--- src/rtl/rr_arb_pkg.sv ---
// Shared types and helpers for the 8-way round-robin arbiter.
// next_idx returns the first set request found scanning upward from ptr, wrapping mod N_REQ.
package rr_arb_pkg;

   localparam int N_REQ = 8;
   localparam int IDX_W = 3;

   typedef enum logic {
      IDLE  = 1'b0,
      GRANT = 1'b1
   } arb_state_t;

   function automatic logic [IDX_W-1:0] next_idx(input logic [N_REQ-1:0] req,
                                                 input logic [IDX_W-1:0] ptr);
      logic [N_REQ-1:0] rot;
      logic [IDX_W-1:0] idx;
      logic             found;
      // Doubling the vector turns the wrap-around scan into a plain shift.
      rot   = N_REQ'({req, req} >> ptr);
      idx   = ptr;
      found = 1'b0;
      for (int i = 0; i < N_REQ; i++) begin
         if (!found && rot[i]) begin
            idx   = ptr + IDX_W'(i);
            found = 1'b1;
         end
      end
      return idx;
   endfunction

endpackage

--- src/rtl/decoder_3to8_en.sv ---
// Enabled 3-to-8 one-hot decoder; all zeros when en is low.
module decoder_3to8_en
   import rr_arb_pkg::*;
(
   input  logic [IDX_W-1:0] idx,
   input  logic             en,
   output logic [N_REQ-1:0] dec
);

   always_comb begin
      dec = '0;
      if (en) dec[idx] = 1'b1;
   end

endmodule

--- src/rtl/rr_arbiter_8.sv ---
// Round-robin arbiter for one shared 8-way resource with a per-grant hold limit.
//
//   state | meaning
//   ------+-----------------------------------------------------------
//   IDLE  | no owner; pick next requester from ptr when req is nonzero
//   GRANT | gnt_idx owns the resource until done, req drop or hold limit
module rr_arbiter_8
   import rr_arb_pkg::*;
#(
   parameter int MAX_HOLD = 16,
   parameter int HOLD_W   = $clog2(MAX_HOLD)
) (
   input  logic             clk,
   input  logic             rst,
   input  logic [N_REQ-1:0] req,
   input  logic             done,
   output logic [N_REQ-1:0] gnt,
   output logic [IDX_W-1:0] gnt_idx,
   output logic             gnt_valid,
   output logic             timeout
);

   arb_state_t       state;
   logic [IDX_W-1:0] ptr;
   logic [HOLD_W-1:0] hold_cnt;

   logic hold_tc;
   logic rel_normal;
   logic rel_any;

   // Hold timer counts down from MAX_HOLD-1; terminal count marks the last permitted cycle.
   assign hold_tc    = (hold_cnt == '0);
   assign rel_normal = done | ~req[gnt_idx];
   assign rel_any    = rel_normal | hold_tc;

   always_ff @(posedge clk) begin
      if (rst) begin
         state     <= IDLE;
         ptr       <= '0;
         gnt_idx   <= '0;
         gnt_valid <= 1'b0;
         timeout   <= 1'b0;
         hold_cnt  <= '0;
      end else begin
         timeout <= 1'b0;
         case (state)
            IDLE: begin
               if (|req) begin
                  gnt_idx   <= next_idx(req, ptr);
                  gnt_valid <= 1'b1;
                  hold_cnt  <= HOLD_W'(MAX_HOLD - 1);
                  state     <= GRANT;
               end
            end
            GRANT: begin
               if (rel_any) begin
                  state     <= IDLE;
                  gnt_valid <= 1'b0;
                  ptr       <= gnt_idx + 3'd1;
                  timeout   <= ~rel_normal;
               end else if (!hold_tc) begin
                  hold_cnt <= hold_cnt - 1'b1;
               end
            end
            default: begin
               state     <= IDLE;
               gnt_valid <= 1'b0;
            end
         endcase
      end
   end

   decoder_3to8_en u_dec (
      .idx (gnt_idx),
      .en  (gnt_valid),
      .dec (gnt)
   );

endmodule

--- config.mk ---
export PLATFORM = sky130hd
export DESIGN_NAME = rr_arbiter_8
export DESIGN_NICKNAME = d
export VERILOG_FILES = /design/src/rtl/rr_arb_pkg.sv /design/src/rtl/decoder_3to8_en.sv /design/src/rtl/rr_arbiter_8.sv
export SDC_FILE = /design/constraint.sdc
export NUM_CORES = 1
export LEC_CHECK = 0
export ABC_AREA = 1
export CAP_MARGIN = 20
export CELL_PAD_IN_SITES_DETAIL_PLACEMENT = 1
export CELL_PAD_IN_SITES_GLOBAL_PLACEMENT = 1
export CORE_MARGIN = 4
export CORE_UTILIZATION = 34
export CTS_CLUSTER_SIZE = 24
export DETAILED_ROUTE_END_ITERATION = 12
export GPL_ROUTABILITY_DRIVEN = 0
export PLACE_DENSITY_LB_ADDON = 0.1
export SYNTH_ARGS = -nofsm -noshare
export SYNTH_HDL_FRONTEND = slang
export SYNTH_SLANG_ARGS = --single-unit
--- constraint.sdc ---
create_clock -name clk -period 1.7 [get_ports clk]
set_clock_uncertainty 0.1 [all_clocks]
set_input_delay 0.17 -clock clk [delete_from_list [all_inputs] [get_ports clk]]
set_output_delay 0.17 -clock clk [all_outputs]
set_load 0.01 [all_outputs]
==> impl_metrics.yaml, run 1 <==
outcome:
  status: "finished with violations"
  violated_checks: "setup timing"
synthesis:
  netlist_area_before_placement_mm2: 0.00153
  synthTopCellsByArea: "sky130_fd_sc_hd__dfxtp_1, sky130_fd_sc_hd__nand2_1, sky130_fd_sc_hd__nand3_2"
  synth-seq-cells: 13
  synth_largest_area_cell: "sky130_fd_sc_hd__dfxtp_1"
  synth_cell_type_count: 34
  yosys_warnings: 0
  syn-num-nets: 255
  synth_cells: 240
  ys_dominant_reg_cell: "sky130_fd_sc_hd__dfxtp_1"
  synthesis.area_per_instance_um2: 6.37
  synth-seq-area-share_pct: 17.0
  synthArstFlopShare_pct: 0
  synth-edff-count: 0
  synth_largest_type_area_fraction_pct: 17.0
global_route:
  grt-ovfl-total: 0
  initial_antenna_violation_count: 0
  first_pass_grt_wire_length_mm: 8.58
  first_global_vias: 1844
  gr-usage-all-layers_pct: 19.6
  largest_net_degree_at_the_start_of_global_routing: 14
detailed_routing:
  first_pass_iters: 4
  via_per_inst: 5.18
  wl_mm: 6.04
  route.detailed.drc: 0
  vias: 1845
  avgRoutedWirePerCell_um: 17.0
  final_antenna_violating_net_count: 0
  drt_first_iter_violations: 58
timing:
  hold_slack_ns: 0.404
  final-max-slew-violation-count: 0
  relSlewSlack_pct: 66.8
  grt_setup_unrepaired: "yes"
  period_minus_slack_ns: 2.13
  report.final.hold_viol_count: 0
  setup-violations-final: 6
  postLayoutSetupSlackWorst_ns: -0.434
  finalCritPeriodShare_pct: 126
  max_freq_mhz: 469
  timing_worst_slew_pin_value_ns: 0.498
clocking:
  clockRootBuffer: "sky130_fd_sc_hd__clkbuf_8"
  clk-insertion-delay-late_ns: 0.25
  cts_tree: "yes"
  cts_buffers: 3
  h-tree-depth: 1
  clock-sinks: 13
  clock_path_buffers: 2
  clkTransAtPathRegs_ns: 0.05
job:
  max_cap_viol_count: 0
floorplan:
  fp.dieH_um: 75.1
  initial_core_util_pct: 35.1
  io-pin-count: 24
  die-area_mm2: 0.00563
  dieWidth_um: 75.1
  design.core.area_mm2: 0.00435
  std_cell_rows: 24
finish:
  final_area_mm2: 0.00252
  synthToLayoutAreaGrowth_pct: 64.7
  antennaDiodeCount: 0
  number_of_fill_cells_in_the_layout: 555
  drive_gt1_share_pct: 46.4
  instances_no_fill: 356
  final_nets: 320
worst_setup_path:
  critical_path_cell_with_the_highest_stage_delay: "sky130_fd_sc_hd__dfxtp_4"
  timing.critical_path.to_type: "flop"
  critical_path_buf_inv_count: 4
  setup.worst_path.start_class: "flop"
  data_required_critical_path_ns: 1.74
  timing_worst_setup_path_type: "flop to flop"
  cp_max_fo: 8
  timing.reg2reg.setup_slack_ns: -0.43
  path_depth: 16
  cp_cell_sequence: "buf_12 -> nand2_8 -> nand3_2 -> nand2_2 -> nand2_2 -> nand2_4 -> buf_4 -> nand4_1 -> nor2_2 -> inv_1 -> nand3_1 -> nor2_1 -> nand2_1 -> nand3_1 -> nand2_1 -> inv_1"
  crit_family: "simple AND/OR/NAND/NOR gates"
  regToRegStartpoint: "ptr[0]"
  worstSetupStartpoint: "ptr[0]"
  crit_arrival_ns: 2.18
  critical-path-max-stage-delay_ns: 0.36
  worstRegToRegCells: 16
power:
  p_int_mw: 1.49
  final_power_mw: 2.96
  leakage_power_summed_over_all_cells_nw: 1.19
  clock_power_share_pct: 9.4
  power_per_cell_area_mw_per_mm2: 1180
  combPwrFrac_pct: 74.4
  ir_worst_vdd_uv: 734
  total_switching_power_mw: 1.47
  p_sw_share_pct: 49.7
  share_seq_of_total_power_pct: 16.2
hold_path:
  timing.hold.worst.start: "hold_cnt[2]"
  hold_path.class: "flop to flop"
  hold-path-cell-count: 2
place:
  post_place_cells: 343
  io_buffers: 23
  detailed_place_hpwl_mm: 3.94
  placedInstanceArea_mm2: 0.00208
  worst_slack_after_detailed_placement_ns: -0.596
sequential cells by signal, indices dropped and copies added (netlist names):
register,flops
state,1
timeout,1
ptr,3
hold_cnt,4
gnt_valid,1
gnt_idx,3
layout make-up:
cell class	count	area [um^2]	share of cell area, %
Tap cell	52	65.1	2.58
Timing Repair Buffer	66	574	22.8
Sequential cell	13	277	11.0
Clock buffer	4	45.0	1.79
Inverter	29	125	4.97
Multi-Input combinational cell	192	1430	56.9
power groups by stage:
| stage | sequential, mW | combinational, mW | clock [mW] |
|---|---|---|---|
| floorplan | 0.452 | 1.06 | 0 |
| global placement | 0.451 | 1.65 | 0 |
| detailed placement | 0.453 | 1.68 | 0 |
| CTS | 0.462 | 1.85 | 0.281 |
| global route | 0.489 | 2.41 | 0.304 |
| finish | 0.478 | 2.20 | 0.279 |
cell usage in the layout, fill, tap and decap left out, types with 4 or more instances in the layout:
cell / n
sky130_fd_sc_hd__nand3_4: 10
sky130_fd_sc_hd__o21ai_1: 6
sky130_fd_sc_hd__clkdlybuf4s50_1: 7
sky130_fd_sc_hd__nand2_4: 17
sky130_fd_sc_hd__nor2_2: 4
sky130_fd_sc_hd__nand4_1: 6
sky130_fd_sc_hd__nand2_8: 6
sky130_fd_sc_hd__inv_4: 4
sky130_fd_sc_hd__a21oi_1: 6
sky130_fd_sc_hd__buf_4: 38
sky130_fd_sc_hd__nand2_1: 34
sky130_fd_sc_hd__inv_2: 5
sky130_fd_sc_hd__o21ai_0: 8
sky130_fd_sc_hd__a21oi_2: 4
sky130_fd_sc_hd__nor2_4: 4
sky130_fd_sc_hd__ha_1: 4
sky130_fd_sc_hd__dfxtp_1: 8
sky130_fd_sc_hd__nand3_1: 8
sky130_fd_sc_hd__nand2_2: 13
sky130_fd_sc_hd__nor2_1: 32
sky130_fd_sc_hd__inv_1: 18
sky130_fd_sc_hd__dlygate4sd2_1: 10
sky130_fd_sc_hd__nand3_2: 15
sky130_fd_sc_hd__dfxtp_4: 4
cells by family (layout without fill, tap and decap cells):
kind of cell,count (synthesis),after routing,synth area share (%)
compound gates,31,31,12.0
fa+ha+maj,4,4,3.27
buf+inv,35,99,10.9
simple gates,153,153,54.5
xor+xnor,4,4,2.29
flops,13,13,17.0
cells in the mapped netlist, types with 4 or more instances:
master                    instances
sky130_fd_sc_hd__dfxtp_1         13
sky130_fd_sc_hd__nand4_1          6
sky130_fd_sc_hd__nand3_1         19
sky130_fd_sc_hd__nand2_1         50
sky130_fd_sc_hd__a21oi_1          8
sky130_fd_sc_hd__inv_1           25
sky130_fd_sc_hd__nand2_2         11
sky130_fd_sc_hd__o21ai_0         15
sky130_fd_sc_hd__nand2_4          9
sky130_fd_sc_hd__ha_1             4
sky130_fd_sc_hd__nor2_1          37
sky130_fd_sc_hd__nand3_2         14
worst register-to-register path: stages (launching register included):
cell and delay [ns]:
sky130_fd_sc_hd__dfxtp_4 0.36, sky130_fd_sc_hd__buf_12 0.17, sky130_fd_sc_hd__nand2_8 0.08, sky130_fd_sc_hd__nand3_2 0.09, sky130_fd_sc_hd__nand2_2 0.10, sky130_fd_sc_hd__nand2_2 0.07, sky130_fd_sc_hd__nand2_4 0.09, sky130_fd_sc_hd__buf_4 0.12
sky130_fd_sc_hd__nand4_1 0.10, sky130_fd_sc_hd__nor2_2 0.23, sky130_fd_sc_hd__inv_1 0.09, sky130_fd_sc_hd__nand3_1 0.09, sky130_fd_sc_hd__nor2_1 0.05, sky130_fd_sc_hd__nand2_1 0.07, sky130_fd_sc_hd__nand3_1 0.09, sky130_fd_sc_hd__nand2_1 0.08
sky130_fd_sc_hd__inv_1 0.04
metrics by stage:
step,utilization [%],setup TNS [ns]
after detailed placement,47.8,-5.93
after global placement,47.8,-5.19
after global routing,57.8,-2.64
after CTS,52.5,-1.82
after floorplan,-,-0.497
final,57.8,-1.32
per-layer routing:
layer / global-route usage (%) / share of wire (%) / vias to the layer above
met5: 0 / 0 / -
met4: 3.16 / 1.1 / 0
met3: 3.74 / 3.8 / 10
met2: 34.2 / 52 / 36
met1: 25.4 / 43 / 880
li1: - / - / 919
timing repair:
item | CTS | global route
pin swaps | 17 | 29
gates cloned | 0 | 0
endpoints found under the setup margin | 21 | 21
buffers inserted | 3 | 6
hold buffers | 0 | 0
gates resized for setup | 55 | 58
worst paths after layout:
path | endpoint
hold reg to reg | hold_cnt[2]
hold / removal | hold_cnt[2]
setup reg to reg | gnt_idx[0]
setup / recovery | gnt_idx[0]
(Power assumes the default switching activity.)
==> run 2: changes to the inputs <==
Settings changed: CELL_PAD_IN_SITES_DETAIL_PLACEMENT 1 to 0.
==> run 2 against run 1 <==
Net effect: the run still ends with setup timing left; sequential power decreased by 4.6%; largest cell class unchanged; cell count decreased by 0.56%; highest routed layer unchanged; count of clock-buffer cells in the layout unchanged; global-route usage fell by 2.6 points; first-iteration DRC count shrank 10%.
==> impl_metrics.yaml, run 2 (synthesis gave the netlist of run 1 again) <==
clocking:
  cts_buffers: 3
  h-tree-depth: 1
  clock_path_buffers: 2
  cts_tree: "yes"
  clock-sinks: 13
  clk-insertion-delay-late_ns: 0.24
  clockRootBuffer: "sky130_fd_sc_hd__clkbuf_8"
  cts_hold_buffers: 0
  clkTransAtPathRegs_ns: 0.05
worst_setup_path:
  timing.critical_path.to_type: "flop"
  critical_path_buf_inv_count: 3
  crit_top_cell: "sky130_fd_sc_hd__nand2_1"
  data_required_critical_path_ns: 1.77
  setup.worst_path.start_class: "flop"
  cp_cell_sequence: "buf_12 -> nand2_4 -> nand3_4 -> nand3_2 -> nand2_4 -> nor2_4 -> buf_4 -> nand4_1 -> nand2_1 -> inv_1 -> nand2_1 -> nand2_1 -> nand2_1 -> nand2_1 -> nand2_1 -> nand2_1 -> a21oi_2"
  critical_path_cell_with_the_highest_stage_delay: "sky130_fd_sc_hd__dfxtp_4"
  critical-path-max-stage-delay_ns: 0.36
  timing_worst_setup_path_type: "flop to flop"
  cp_max_fo: 8
  crit_arrival_ns: 2.08
  crit_family: "simple AND/OR/NAND/NOR gates"
global_route:
  largest_net_degree_at_the_start_of_global_routing: 14
  initial_antenna_violation_count: 0
  first_pass_grt_wire_length_mm: 7.67
  grt-ovfl-total: 0
  gr-usage-all-layers_pct: 17.0
  first_global_vias: 1691
power:
  ir_worst_vdd_uv: 640
  power_per_cell_area_mw_per_mm2: 1100
  final_power_mw: 2.62
  leakage_power_summed_over_all_cells_nw: 1.15
floorplan:
  fp.dieH_um: 75.1
  io-pin-count: 24
  initial_core_util_pct: 35.1
  design.core.area_mm2: 0.00435
  std_cell_rows: 24
  dieWidth_um: 75.1
  die-area_mm2: 0.00563
timing:
  final-max-slew-violation-count: 0
  report.final.hold_viol_count: 0
  timing_worst_slew_pin_value_ns: 0.437
  setup-violations-final: 7
  relSlewSlack_pct: 70.8
  finalCritPeriodShare_pct: 118
  period_minus_slack_ns: 2.01
  postLayoutSetupSlackWorst_ns: -0.311
  grt_setup_unrepaired: "yes"
  max_freq_mhz: 497
job:
  max_cap_viol_count: 0
finish:
  drive_gt1_share_pct: 41.4
  antennaDiodeCount: 0
  most-common-layout-cells: "sky130_fd_sc_hd__buf_4, sky130_fd_sc_hd__nand2_1, sky130_fd_sc_hd__nor2_1"
  top_register: "hold_cnt"
  layout.area.seq_um2: 272
  number_of_flip_flops_under_the_largest_register_name: 4
  multiInputGateArea_mm2: 0.00134
  most_frequent_standard_cell_in_the_layout_excluding_fill_and_tap_cells: "sky130_fd_sc_hd__buf_4"
  top_regs: "hold_cnt x4, gnt_idx x3, ptr x3"
  final_nets: 318
  synthToLayoutAreaGrowth_pct: 55.6
  number_of_fill_cells_in_the_layout: 423
hold_path:
  hold_path.class: "flop to flop"
place:
  io_buffers: 23
  worst_slack_after_detailed_placement_ns: -0.529
  detailed_place_hpwl_mm: 3.38
detailed_routing:
  wl_mm: 4.32
  route.detailed.drc: 0
  first_pass_iters: 4
  avgRoutedWirePerCell_um: 12.2
  final_antenna_violating_net_count: 0
  drt_first_iter_violations: 52
  vias: 1715
  via_per_inst: 4.84
outcome:
  status: "finished with violations"
  violated_checks: "setup timing"
run 2: cell type report:
| type | instances | share of cell area [%] |
|---|---|---|
| well taps | 52 | 2.74 |
| repair buffers | 64 | 22.8 |
| inverters | 29 | 5.00 |
| multi-input cells | 192 | 56.1 |
| clock buffers | 4 | 1.89 |
| flip-flops and latches | 13 | 11.4 |
run 2: worst paths after layout:
check | startpoint | slack (ns) | cells after the start | endpoint
setup / recovery | ptr[0] | -0.31 | 17 | gnt_idx[2]
hold / removal | hold_cnt[2] | 0.39 | 2 | hold_cnt[2]
setup reg to reg | ptr[0] | -0.31 | 17 | gnt_idx[2]
hold reg to reg | hold_cnt[2] | 0.39 | 2 | hold_cnt[2]
run 2: routing by layer:
layer,global-route usage [%],up-vias,routed length (um)
met5,0,-,0
met4,3.36,0,46
met3,3.34,6,138
met2,27.8,36,2030
met1,23.3,766,2100
li1,-,907,-
run 2: power by group:
group | internal [mW] | total (mW) | switching (mW)
Combinational | 0.835 | 1.90 | 1.06
Clock | 0.165 | 0.268 | 0.103
Sequential | 0.378 | 0.456 | 0.0778
run 2: repair_timing:
action,4_1_cts,5_1_grt
gates cloned,0,0
resized for setup,68,6
setup buffers,6,1
pin swaps,20,6
hold endpoints to repair,0,0
endpoints found under the setup margin,21,13
run 2: worst reg2reg max path, cell delays in order, from the launching register on:
cell and delay, ns:
sky130_fd_sc_hd__dfxtp_4 0.36, sky130_fd_sc_hd__buf_12 0.16, sky130_fd_sc_hd__nand2_4 0.08, sky130_fd_sc_hd__nand3_4 0.09
sky130_fd_sc_hd__nand3_2 0.10, sky130_fd_sc_hd__nand2_4 0.07, sky130_fd_sc_hd__nor2_4 0.14, sky130_fd_sc_hd__buf_4 0.13
sky130_fd_sc_hd__nand4_1 0.10, sky130_fd_sc_hd__nand2_1 0.10, sky130_fd_sc_hd__inv_1 0.04, sky130_fd_sc_hd__nand2_1 0.05
sky130_fd_sc_hd__nand2_1 0.05, sky130_fd_sc_hd__nand2_1 0.08, sky130_fd_sc_hd__nand2_1 0.06, sky130_fd_sc_hd__nand2_1 0.06
sky130_fd_sc_hd__nand2_1 0.06, sky130_fd_sc_hd__a21oi_2 0.10
run 2: metrics by stage:
| step | instance area (um^2) | cells | util [%] | setup TNS [ns] | hold slack (ns) |
|---|---|---|---|---|---|
| after floorplan | 1560 | 240 | - | -0.497 | 0.149 |
| after global placement | 2080 | 343 | 47.8 | -5.19 | 0.378 |
| after detailed placement | 2080 | 343 | 47.8 | -5.20 | 0.382 |
| after CTS | 2350 | 353 | 54.0 | -0.896 | 0.395 |
| after global routing | 2380 | 354 | 54.6 | -3.08 | 0.408 |
| final | 2380 | 354 | 54.6 | -0.934 | 0.394 |
==> run 3: changes to the inputs <==
Settings changed: CORE_ASPECT_RATIO from default to 0.8.
==> run 3 against run 2 <==
Net effect: design area rose by 2.1%; count of clock-buffer cells in the layout did not move; non-clock buffer count rose by 3; utilization rose by 2.4 points; the run still ends with setup timing left; first-iteration DRC count fell by 27%; die area rose by 0.12%.
==> impl_metrics.yaml, run 3 (synthesis gave the netlist of run 1 again) <==
worst_setup_path:
  critical-path-max-stage-delay_ns: 0.37
  crit_arrival_ns: 2.09
  critical_path_cell_with_the_highest_stage_delay: "sky130_fd_sc_hd__dfxtp_4"
  timing.reg2reg.setup_slack_ns: -0.32
  cp_cell_sequence: "buf_12 -> nand2_4 -> nand3_1 -> nand3_2 -> nand2_2 -> nor3_4 -> nand4_1 -> nor2_1 -> nor2_1 -> nand2_1 -> nand2_1 -> a21oi_2"
  cp_max_fo: 7
  timing.critical_path.to_type: "flop"
  data_required_critical_path_ns: 1.77
  timing_worst_setup_path_type: "flop to flop"
  setup.worst_path.start_class: "flop"
global_route:
  first_global_vias: 1574
  first_pass_grt_wire_length_mm: 7.31
  initial_antenna_violation_count: 0
  largest_net_degree_at_the_start_of_global_routing: 14
  grt-ovfl-total: 0
  gr-usage-all-layers_pct: 15.8
clocking:
  clock_path_buffers: 2
  clk-insertion-delay-late_ns: 0.24
  cts_buffers: 3
  clkTransAtPathRegs_ns: 0.05
  cts_tree: "yes"
  clockRootBuffer: "sky130_fd_sc_hd__clkbuf_8"
  cts_hold_buffers: 0
  h-tree-depth: 1
  clock-sinks: 13
floorplan:
  std_cell_rows: 21
  fp.dieH_um: 68.0
  design.core.area_mm2: 0.00426
  initial_core_util_pct: 35.9
  dieWidth_um: 83.0
  io-pin-count: 24
  die-area_mm2: 0.00564
timing:
  postLayoutSetupSlackWorst_ns: -0.315
  hold_slack_ns: 0.387
  grt_setup_unrepaired: "yes"
  period_minus_slack_ns: 2.02
  setup-violations-final: 5
  relSlewSlack_pct: 68.7
  report.final.hold_viol_count: 0
  max_freq_mhz: 496
  finalCritPeriodShare_pct: 119
  timing_worst_slew_pin_value_ns: 0.470
  final-max-slew-violation-count: 0
finish:
  layout.area.seq_um2: 274
  multiInputGateArea_mm2: 0.00136
  antennaDiodeCount: 0
  drive_gt1_share_pct: 46.9
  most-common-layout-cells: "sky130_fd_sc_hd__buf_4, sky130_fd_sc_hd__nand2_1, sky130_fd_sc_hd__nor2_1"
  synthToLayoutAreaGrowth_pct: 58.8
  number_of_fill_cells_in_the_layout: 427
  top_regs: "hold_cnt x4, gnt_idx x3, ptr x3"
  instances_no_fill: 362
  number_of_flip_flops_under_the_largest_register_name: 4
  most_frequent_standard_cell_in_the_layout_excluding_fill_and_tap_cells: "sky130_fd_sc_hd__buf_4"
  top_register: "hold_cnt"
  final_area_mm2: 0.00243
  final_nets: 321
place:
  detailed_place_hpwl_mm: 3.39
  placedInstanceArea_mm2: 0.00208
  worst_slack_after_detailed_placement_ns: -0.590
  io_buffers: 23
  post_place_cells: 349
detailed_routing:
  first_pass_iters: 4
  drt_first_iter_violations: 38
  wl_mm: 4.42
  vias: 1693
  via_per_inst: 4.68
  route.detailed.drc: 0
  final_antenna_violating_net_count: 0
  avgRoutedWirePerCell_um: 12.2
power:
  final_power_mw: 2.72
  leakage_power_summed_over_all_cells_nw: 1.15
  ir_worst_vdd_uv: 772
  power_per_cell_area_mw_per_mm2: 1120
outcome:
  violated_checks: "setup timing"
  status: "finished with violations"
hold_path:
  hold_path.class: "flop to flop"
job:
  max_cap_viol_count: 0
[run 3: changes by cell type in the layout (fill, tap and decap cells not counted), moves of 3 or more]
cell                      delta
sky130_fd_sc_hd__inv_2       +3
sky130_fd_sc_hd__buf_6       +4
sky130_fd_sc_hd__nor2_1      -3
sky130_fd_sc_hd__nand2_1     -3
sky130_fd_sc_hd__nand2_2     +4
sky130_fd_sc_hd__o21ai_0     -5
sky130_fd_sc_hd__nor2_2      +3
sky130_fd_sc_hd__inv_1       -3
[run 3: report_power, final]
part	internal, mW	switching, mW
Sequential	0.381	0.0792
Combinational	0.886	1.10
Clock	0.165	0.106
Total	1.43	1.29
[run 3: layout make-up]
class | instances | share of cell area, %
clock buffer | 4 | 1.86
inverter | 29 | 5.00
multi-input combinational | 192 | 55.8
sequential | 13 | 11.3
tap | 57 | 2.94
timing repair buffer | 67 | 23.1
[run 3: worst max-delay path: cells and delay by family (launching register included)]
family                 cells  cell delay [ns]
and+or+nand+nor           10             1.19
DFF                        1             0.37
buffers and inverters      1             0.16
AOI/OAI and AO/OA          1             0.12
[run 3: layer usage]
layer / track usage, % / vias up / part of all wire, %
met5: 0 / - / 0
met4: 2.45 / 0 / 0.61
met3: 3.01 / 2 / 2.2
met2: 26.2 / 21 / 44
met1: 21.9 / 753 / 53
li1: - / 917 / -
[run 3: final timing paths]
kind                      end  cells after the start        start
setup / recovery   gnt_idx[1]                     12       ptr[0]
setup reg to reg   gnt_idx[1]                     12       ptr[0]
hold / removal    hold_cnt[3]                      2  hold_cnt[3]
hold reg to reg   hold_cnt[3]                      2  hold_cnt[3]
[run 3: what timing repair did]
item / 4_1_cts / 5_1_grt
pin swaps: 13 / 27
endpoints found under the setup margin: 21 / 13
gates resized for setup: 45 / 56
buffers inserted: 3 / 6
[run 3: per-stage QoR]
| step | utilization, % | TNS, ns |
|---|---|---|
| after global placement | 49.0 | -5.47 |
| after floorplan | - | -0.497 |
| after CTS | 52.1 | -1.05 |
| after global routing | 57.0 | -2.05 |
| after detailed placement | 49.0 | -5.39 |
| final | 57.0 | -0.934 |
